===== src/rtl/pulse_envelope_length_if.sv =====
// rtl/pulse_envelope_length_if.sv - CPU register write bus into the pulse envelope/length block
interface pulse_envelope_length_if;
    logic       iWriteCtrl;
    logic       iWriteLength;
    logic [7:0] iData;

    modport master (output iWriteCtrl, output iWriteLength, output iData);
    modport slave  (input  iWriteCtrl, input  iWriteLength, input  iData);
endinterface


===== src/rtl/pulse_envelope_length.sv =====
// rtl/pulse_envelope_length.sv - pulse channel envelope, length counter and sample output stage
module pulse_envelope_length #(
    parameter int LEN_W = 8,
    parameter int VOL_W = 4
) (
    input  logic                        clk,
    input  logic                        iReset,
    input  logic                        iDuty,
    input  logic                        iEnable,
    input  logic                        iQuarterFrame,
    input  logic                        iHalfFrame,
    pulse_envelope_length_if.slave      iBus,
    output logic [VOL_W-1:0]            oSample,
    output logic                        oLengthActive
);

    localparam logic [VOL_W-1:0] DECAY_MAX = {VOL_W{1'b1}};

    logic             r_ctrl_halt;
    logic             r_ctrl_const;
    logic [VOL_W-1:0] r_ctrl_vol;
    logic             r_start_flag;
    logic [VOL_W-1:0] r_divider;
    logic [VOL_W-1:0] r_decay;
    logic [LEN_W-1:0] r_length;
    logic [VOL_W-1:0] r_sample;
    logic             r_length_active;

    logic             w_len_nz;
    logic [LEN_W-1:0] w_lut_len;
    logic [VOL_W-1:0] w_volume;

    function automatic logic [7:0] len_lut(input logic [4:0] idx);
        case (idx)
            5'd0:  len_lut = 8'd10;   5'd1:  len_lut = 8'd254;
            5'd2:  len_lut = 8'd20;   5'd3:  len_lut = 8'd2;
            5'd4:  len_lut = 8'd40;   5'd5:  len_lut = 8'd4;
            5'd6:  len_lut = 8'd80;   5'd7:  len_lut = 8'd6;
            5'd8:  len_lut = 8'd160;  5'd9:  len_lut = 8'd8;
            5'd10: len_lut = 8'd60;   5'd11: len_lut = 8'd10;
            5'd12: len_lut = 8'd14;   5'd13: len_lut = 8'd12;
            5'd14: len_lut = 8'd26;   5'd15: len_lut = 8'd14;
            5'd16: len_lut = 8'd12;   5'd17: len_lut = 8'd16;
            5'd18: len_lut = 8'd24;   5'd19: len_lut = 8'd18;
            5'd20: len_lut = 8'd48;   5'd21: len_lut = 8'd20;
            5'd22: len_lut = 8'd96;   5'd23: len_lut = 8'd22;
            5'd24: len_lut = 8'd192;  5'd25: len_lut = 8'd24;
            5'd26: len_lut = 8'd72;   5'd27: len_lut = 8'd26;
            5'd28: len_lut = 8'd16;   5'd29: len_lut = 8'd28;
            5'd30: len_lut = 8'd32;   default: len_lut = 8'd30;
        endcase
    endfunction

    always_comb begin
        w_len_nz  = (r_length != '0);
        w_lut_len = LEN_W'(len_lut(iBus.iData[7:3]));
        w_volume  = r_ctrl_const ? r_ctrl_vol : r_decay;
    end

    always_ff @(posedge clk) begin
        if (iReset) begin
            r_ctrl_halt     <= 1'b0;
            r_ctrl_const    <= 1'b0;
            r_ctrl_vol      <= '0;
            r_start_flag    <= 1'b0;
            r_divider       <= '0;
            r_decay         <= '0;
            r_length        <= '0;
            r_sample        <= '0;
            r_length_active <= 1'b0;
        end else begin
            if (iBus.iWriteCtrl) begin
                r_ctrl_halt  <= iBus.iData[5];
                r_ctrl_const <= iBus.iData[4];
                r_ctrl_vol   <= iBus.iData[VOL_W-1:0];
            end

            // Ticks read the pre-write ctrl/start values; a length write re-arms start afterwards.
            if (iQuarterFrame) begin
                if (r_start_flag) begin
                    r_start_flag <= 1'b0;
                    r_decay      <= DECAY_MAX;
                    r_divider    <= r_ctrl_vol;
                end else if (r_divider == '0) begin
                    r_divider <= r_ctrl_vol;
                    if (r_decay != '0)
                        r_decay <= r_decay - VOL_W'(1);
                    else if (r_ctrl_halt)
                        r_decay <= DECAY_MAX;
                end else begin
                    r_divider <= r_divider - VOL_W'(1);
                end
            end
            if (iBus.iWriteLength)
                r_start_flag <= 1'b1;

            // Disable beats load, load beats decrement.
            if (!iEnable)
                r_length <= '0;
            else if (iBus.iWriteLength)
                r_length <= w_lut_len;
            else if (iHalfFrame && !r_ctrl_halt && w_len_nz)
                r_length <= r_length - LEN_W'(1);

            r_sample        <= (iDuty && w_len_nz) ? w_volume : '0;
            r_length_active <= w_len_nz;
        end
    end

    assign oSample       = r_sample;
    assign oLengthActive = r_length_active;

endmodule


===== src/flat_wrapper.sv =====
// flat-port wrapper written by rule: the top's interface ports become plain ports
module pulse_envelope_length_flat 
#(
    parameter int LEN_W = 8,
    parameter int VOL_W = 4
)
  (clk, iReset, iDuty, iEnable, iQuarterFrame, iHalfFrame, oSample, oLengthActive, iBus_iWriteCtrl, iBus_iWriteLength, iBus_iData);
  pulse_envelope_length_if iBus_i ();
  input  logic clk;
  input  logic iReset;
  input  logic iDuty;
  input  logic iEnable;
  input  logic iQuarterFrame;
  input  logic iHalfFrame;
  output logic [VOL_W-1:0] oSample;
  output logic oLengthActive;
  input wire logic [$bits(iBus_i.iWriteCtrl)-1:0] iBus_iWriteCtrl;
  input wire logic [$bits(iBus_i.iWriteLength)-1:0] iBus_iWriteLength;
  input wire logic [$bits(iBus_i.iData)-1:0] iBus_iData;
  assign iBus_i.iWriteCtrl = iBus_iWriteCtrl;
  assign iBus_i.iWriteLength = iBus_iWriteLength;
  assign iBus_i.iData = iBus_iData;
  pulse_envelope_length #(.LEN_W(LEN_W), .VOL_W(VOL_W)) u_core (.clk(clk), .iReset(iReset), .iDuty(iDuty), .iEnable(iEnable), .iQuarterFrame(iQuarterFrame), .iHalfFrame(iHalfFrame), .iBus(iBus_i), .oSample(oSample), .oLengthActive(oLengthActive));
endmodule

===== config.mk =====
export PLATFORM = sky130hd
export DESIGN_NAME = pulse_envelope_length_flat
export DESIGN_NICKNAME = d
export VERILOG_FILES = /design/src/rtl/pulse_envelope_length_if.sv /design/src/rtl/pulse_envelope_length.sv /design/src/flat_wrapper.sv
export SDC_FILE = /design/constraint.sdc
export NUM_CORES = 1
export LEC_CHECK = 0
export BUFFER_PORTS_ARGS = -buffer_cell sky130_fd_sc_hd__buf_2
export CAP_MARGIN = 20
export CORE_ASPECT_RATIO = 1.4
export CORE_MARGIN = 3
export CORE_UTILIZATION = 50
export CTS_BUF_LIST = sky130_fd_sc_hd__clkbuf_2
export DETAILED_ROUTE_END_ITERATION = 10
export PLACE_DENSITY = 0.79
export SLEW_MARGIN = 20
export SYNTH_ARGS = -nofsm -noshare
export SYNTH_HDL_FRONTEND = slang
export SYNTH_SLANG_ARGS = --single-unit

===== constraint.sdc =====
create_clock -name clk -period 3.84 [get_ports clk]
set_input_delay 0.384 -clock clk [delete_from_list [all_inputs] [get_ports clk]]
set_output_delay 0.384 -clock clk [all_outputs]
set_load 0.01 [all_outputs]

### Word level (Yosys, flattened, before mapping)

Memories as Yosys holds them, arrays and structs flattened.
Index checks and enable logic that the tools add are counted.

* muxes and demuxes: 11
* bitwise operators: 2
* reduce and logical (&&, ||, !) cells: 14
* add/sub/neg operators: 3

Operators with widths (number)
* 4-bit 2-to-1 mux: 7
* 8-bit 2-to-1 mux: 2
* 8-bit nonzero test: 1
* 4-bit by 1-bit subtractor with 4-bit output (second input constant): 2
* 8-bit by 1-bit subtractor with 8-bit output (second input constant): 1
* 2-bit nonzero test: 3
* 4-bit logical NOT: 1
* 4-bit nonzero test: 1
* 2-bit OR reduction: 2
* 1-bit logical AND: 3
* 3-bit AND reduction: 1
* 3-bit nonzero test: 1
* 1-bit 2-to-1 mux: 2
* 1-bit NOT: 2
* 1-bit logical NOT: 1

* memory bits (read-only): 224
* output and inout port bits: 5
* logic and storage cells: 40
* memories kept: 1
* bits of input ports: 16
* bits in registers: 28

Memories
* (no name shown): words 32, width 7, read ports 1, clocked after Yosys merged registers in 0, write ports 0, line pulse_envelope_length.sv:34 `case (idx)`

### Longest topological paths before layout

* depth in word-level cells: 5
* mapped depth: 7

### Worst setup path after synthesis

OpenSTA, ideal clock, no wires.

* path type: input -> register
* from: in iBus_iData[3]
* to: reg u_core.r_length[2]
* arrival: 1.485 ns
* setup time: 0.127 ns
* data required time: 3.713 ns
* buffers on the path: 1
* stages: 7
* path slack: 2.228 ns
* cell sequence: clkbuf_2 inv_1 ha_1 mux2_2 a22oi_1 o211a_1 a211oi_1

* word-level cells in the longest chain between the ends: 2

Ends and longest elaborated chain
* from (decl): line flat_wrapper.sv:19 `input wire logic [$bits(iBus_i.iData)-1:0] iBus_iData;`
* memory read 32 x 7 bit
* 8-bit 2-to-1 mux: line pulse_envelope_length.sv:100 `else if (iBus.iWriteLength)`
* to (signal assigned): line pulse_envelope_length.sv:101 `r_length <= w_lut_len;`
* to (signal assigned): line pulse_envelope_length.sv:103 `r_length <= r_length - LEN_W'(1);`
* to (decl): line pulse_envelope_length.sv:25 `logic [LEN_W-1:0] r_length;`

Every way passes these cells.
A chain may end at the register's enable or synchronous reset.

### Worst setup path after layout

* from: reg u_core.r_length[0]
* to: reg u_core.r_length[6]

* word-level cells in the longest chain between the ends: 3
* elaborated cells between the ends (all ways): 6
* classes of those cells: add/sub: 1; mux: 2; reduce/logical: 3

Ends and longest elaborated chain
* 8-bit by 1-bit subtractor with 8-bit output or 8-bit nonzero test (tied branches): line pulse_envelope_length.sv:103, pulse_envelope_length.sv:55
* 8-bit 2-to-1 mux or 1-bit logical AND (tied branches): line pulse_envelope_length.sv:102 `else if (iHalfFrame && !r_ctrl_halt && w_len_nz)`
* 8-bit 2-to-1 mux or 2-bit nonzero test (tied branches)

Parallel ways exist; a longest one is shown, timed or not. The select of a mux whose other input is x is not followed.

==> results.md <==
- DR vias: 1511
- H-tree lvl count: 1
- Number of synthesized flops with an enable pin: 0
- Overall fraction of global-route tracks in use: 17.9%
- CTS Buffer Depth: 2
- CTS sink cnt: 28
- Final worst-path setup slack: 2.08 ns
- Antenna Nets Post-Route: 0
- Die Ht: 76.1 um
- Yosys reg bits: 28
- Commonest non-fill, non-tap cell in the layout: dfxtp_1
- Final slew viol count: 0
- Die Area: 4270 um2
- Min Clock Period, post-route: 1.76 ns
- Peak supply drop: 0.270 mV
- # diodes: 0
- # IOs: 21
- Worst path bufs/invs: 1
- Outcome: complete, no violations
- Post-synthesis sequential area ratio: 31.9%
- Placement Setup Slack: 2.10 ns
- Total wire length: 3.74 mm
- Initial Util: 54.2%
- Drt wl/cell: 14.5 um
- Placer congestion estimate: 0.850
- Fin util: 57.6%
- Power per cell area: 346 nW/um2
- Critical R2R Launch: u_core.r_length[0]
- Synth Flop Type: dfxtp_1
- Crit path cell chain: inv_1 -> ha_1 -> nor4b_4 -> nand3_1 -> mux2_1 -> o211a_1
- CTS Root Cell: clkbuf_2
- GRT overflow: 0
- Row cnt: 24
- Resized cells post-CTS: 0
- DRC: 0
- CTS tree: done
- DPL Wire Length: 2.83 mm
- Grt met3 use: 2.37%
- P&R area growth vs syn: 6.34%
- Leak: 0.801 nW
- Worst EP arrival: 2.05 ns
- Max_slew headroom: 62.5%
- Clock Pin Slew Worst Setup and Hold Paths: 0.25 ns
- DIE WIDTH: 56.1 um
- Slowest-stage cell, CP: dfxtp_1
- Asr flop ratio synth: 0%
- Maxcap violations: 0
- Post-synthesis net count: 232
- GRT met2 Usage: 32.7%
- HP Start: iBus_iData[0]
- Hold path depth: 3
- Critical path peak fanout: 6
- Mean area per synthesized cell: 8.49 um2
- Drt pass-1 iters: 4
- # hold bufs at CTS: 0
- Met1 Use GR: 21.2%
- CP delay by family, top: simple AND/OR/NAND/NOR gates
- Post-CTS Setup Inserts: 0
- Sum Neg Setup Slack: 0 ns
- Reg2reg end: u_core.r_length[6]
- Clock latency at the later pin of the worst-skew pair: 0.35 ns
- Vias in the first global route: 1391
- Hold path endpoint: u_core.r_ctrl_vol[0]
- Core ar.: 3240 um2
- Hold Path Class: primary input to flop
- Largest net degree at the start of global routing: 19
- Busiest layer in global routing: met2
- Startpoint Class: flop
- Syn. warnings: 0
- Worst r2r path cells: 6
- Most frequent cells in the layout: dfxtp_1, nor2_1, buf_2
- Measured slew at the worst slew-check pin: 0.558 ns
- Vias per inst: 5.86
- Period Utilization, post-route: 45.8%
- Max incr delay on CP: 0.40 ns
- Worst path required time: 4.13 ns
- Final Total Pwr: 0.000646 W
- Initial antenna violation count: 0
- # nets final: 245
- First-pass GRT wire length: 6.37 mm
- Post-Syn Instances: 207
- Starting DRT DRC Count: 49
- CTS Buf Count: 3
- Post-Route Skew: 0.0208 ns
- Layout cells sized above 1: 13.7%
- Syn Std Cell Area: 1760 um2
- Fmax: 568 MHz
- Unrepaired setup endpoints after global routing: false
- WS Path Type: flop to flop
- Setup violators final: 0
- CP Capture Type: flop
- Final Hold Vio Count: 0
- Yosys cell types: 52
- Reg2reg setup slack: 2.08 ns
- Port bufs: 20
## cells in the mapped netlist (all sizes together) (6+ instances only)
master	instances	share of area, %
a211oi	7	3.0
a21oi	10	2.8
clkbuf	9	2.0
dfxtp	28	32
ha	9	6.4
inv	17	3.6
mux2i	16	9.1
nand2	9	1.9
nor2	21	4.5
nor2b	8	2.8
nor3	6	1.7
o21ai	9	2.8
## logic make-up after synthesis
logic type	count (synthesis)	synth area share (%)
and+or+nand+nor	64	20.2
DFF	28	31.9
muxes	18	10.4
AOI/OAI and AO/OA	55	22.2
xor gates and xnor gates	4	1.99
buffers and inverters	29	6.84
adders and majority gates	9	6.41
## how the worst max path moves through the flow
stage / start / to / slack (ns) / cells past startpoint
finish: u_core.r_length[0] / u_core.r_length[6] / 2.08 / 6
CTS: u_core.r_length[0] / u_core.r_length[6] / 2.10 / 6
global placement: iBus_iData[3] / u_core.r_length[2] / 2.13 / 7
floorplan: iBus_iData[3] / u_core.r_length[2] / 2.23 / 7
global route: u_core.r_length[0] / u_core.r_length[6] / 1.96 / 6
detailed placement: iBus_iData[3] / u_core.r_length[5] / 2.10 / 7
## power breakdown
group          total [W]  switching (W)  internal [W]
Sequential      0.000345      0.0000293      0.000316
Clock           0.000103      0.0000807     0.0000226
Combinational   0.000198       0.000106     0.0000917
## flip-flops by register name, summed over array words and instances, names as in the netlist
name,flops
u_core.r_ctrl_halt,1
u_core.r_ctrl_vol,4
u_core.r_decay,4
u_core.r_divider,4
u_core.oLengthActive,1
u_core.r_ctrl_const,1
u_core.oSample,4
u_core.r_length,8
u_core.r_start_flag,1
## cell type report
cell class	instances	area [um2]
clock inverter	1	3.75
timing repair buffer	20	100
clock buffer	3	15.0
multi-input combinational	150	1080
tap	39	48.8
sequential	28	561
inverter	17	63.8
fill	314	1380
## metrics by stage
step           cells  hold WS (ns)  area [um2]
4_1_cts          258         0.244        1870
2_1_floorplan    207         0.459        1760
5_1_grt          258         0.264        1870
3_3_place_gp     254         0.476        1850
6_report         258         0.263        1870
3_5_place_dp     254         0.491        1850
## worst register-to-register path, cell delays in order, from the launching register on
cell     delay (ns)
dfxtp_1        0.40
inv_1          0.07
ha_1           0.19
nor4b_4        0.38
nand3_1        0.15
mux2_1         0.32
o211a_1        0.20
## per-layer routing
layer | up-vias | wire (um)
met4 | 0 | 48
met2 | 22 | 2060
met1 | 718 | 1560
li1 | 767 | -
met5 | - | 0
met3 | 4 | 75
Note: power is estimated with default switching activity, not from simulation.
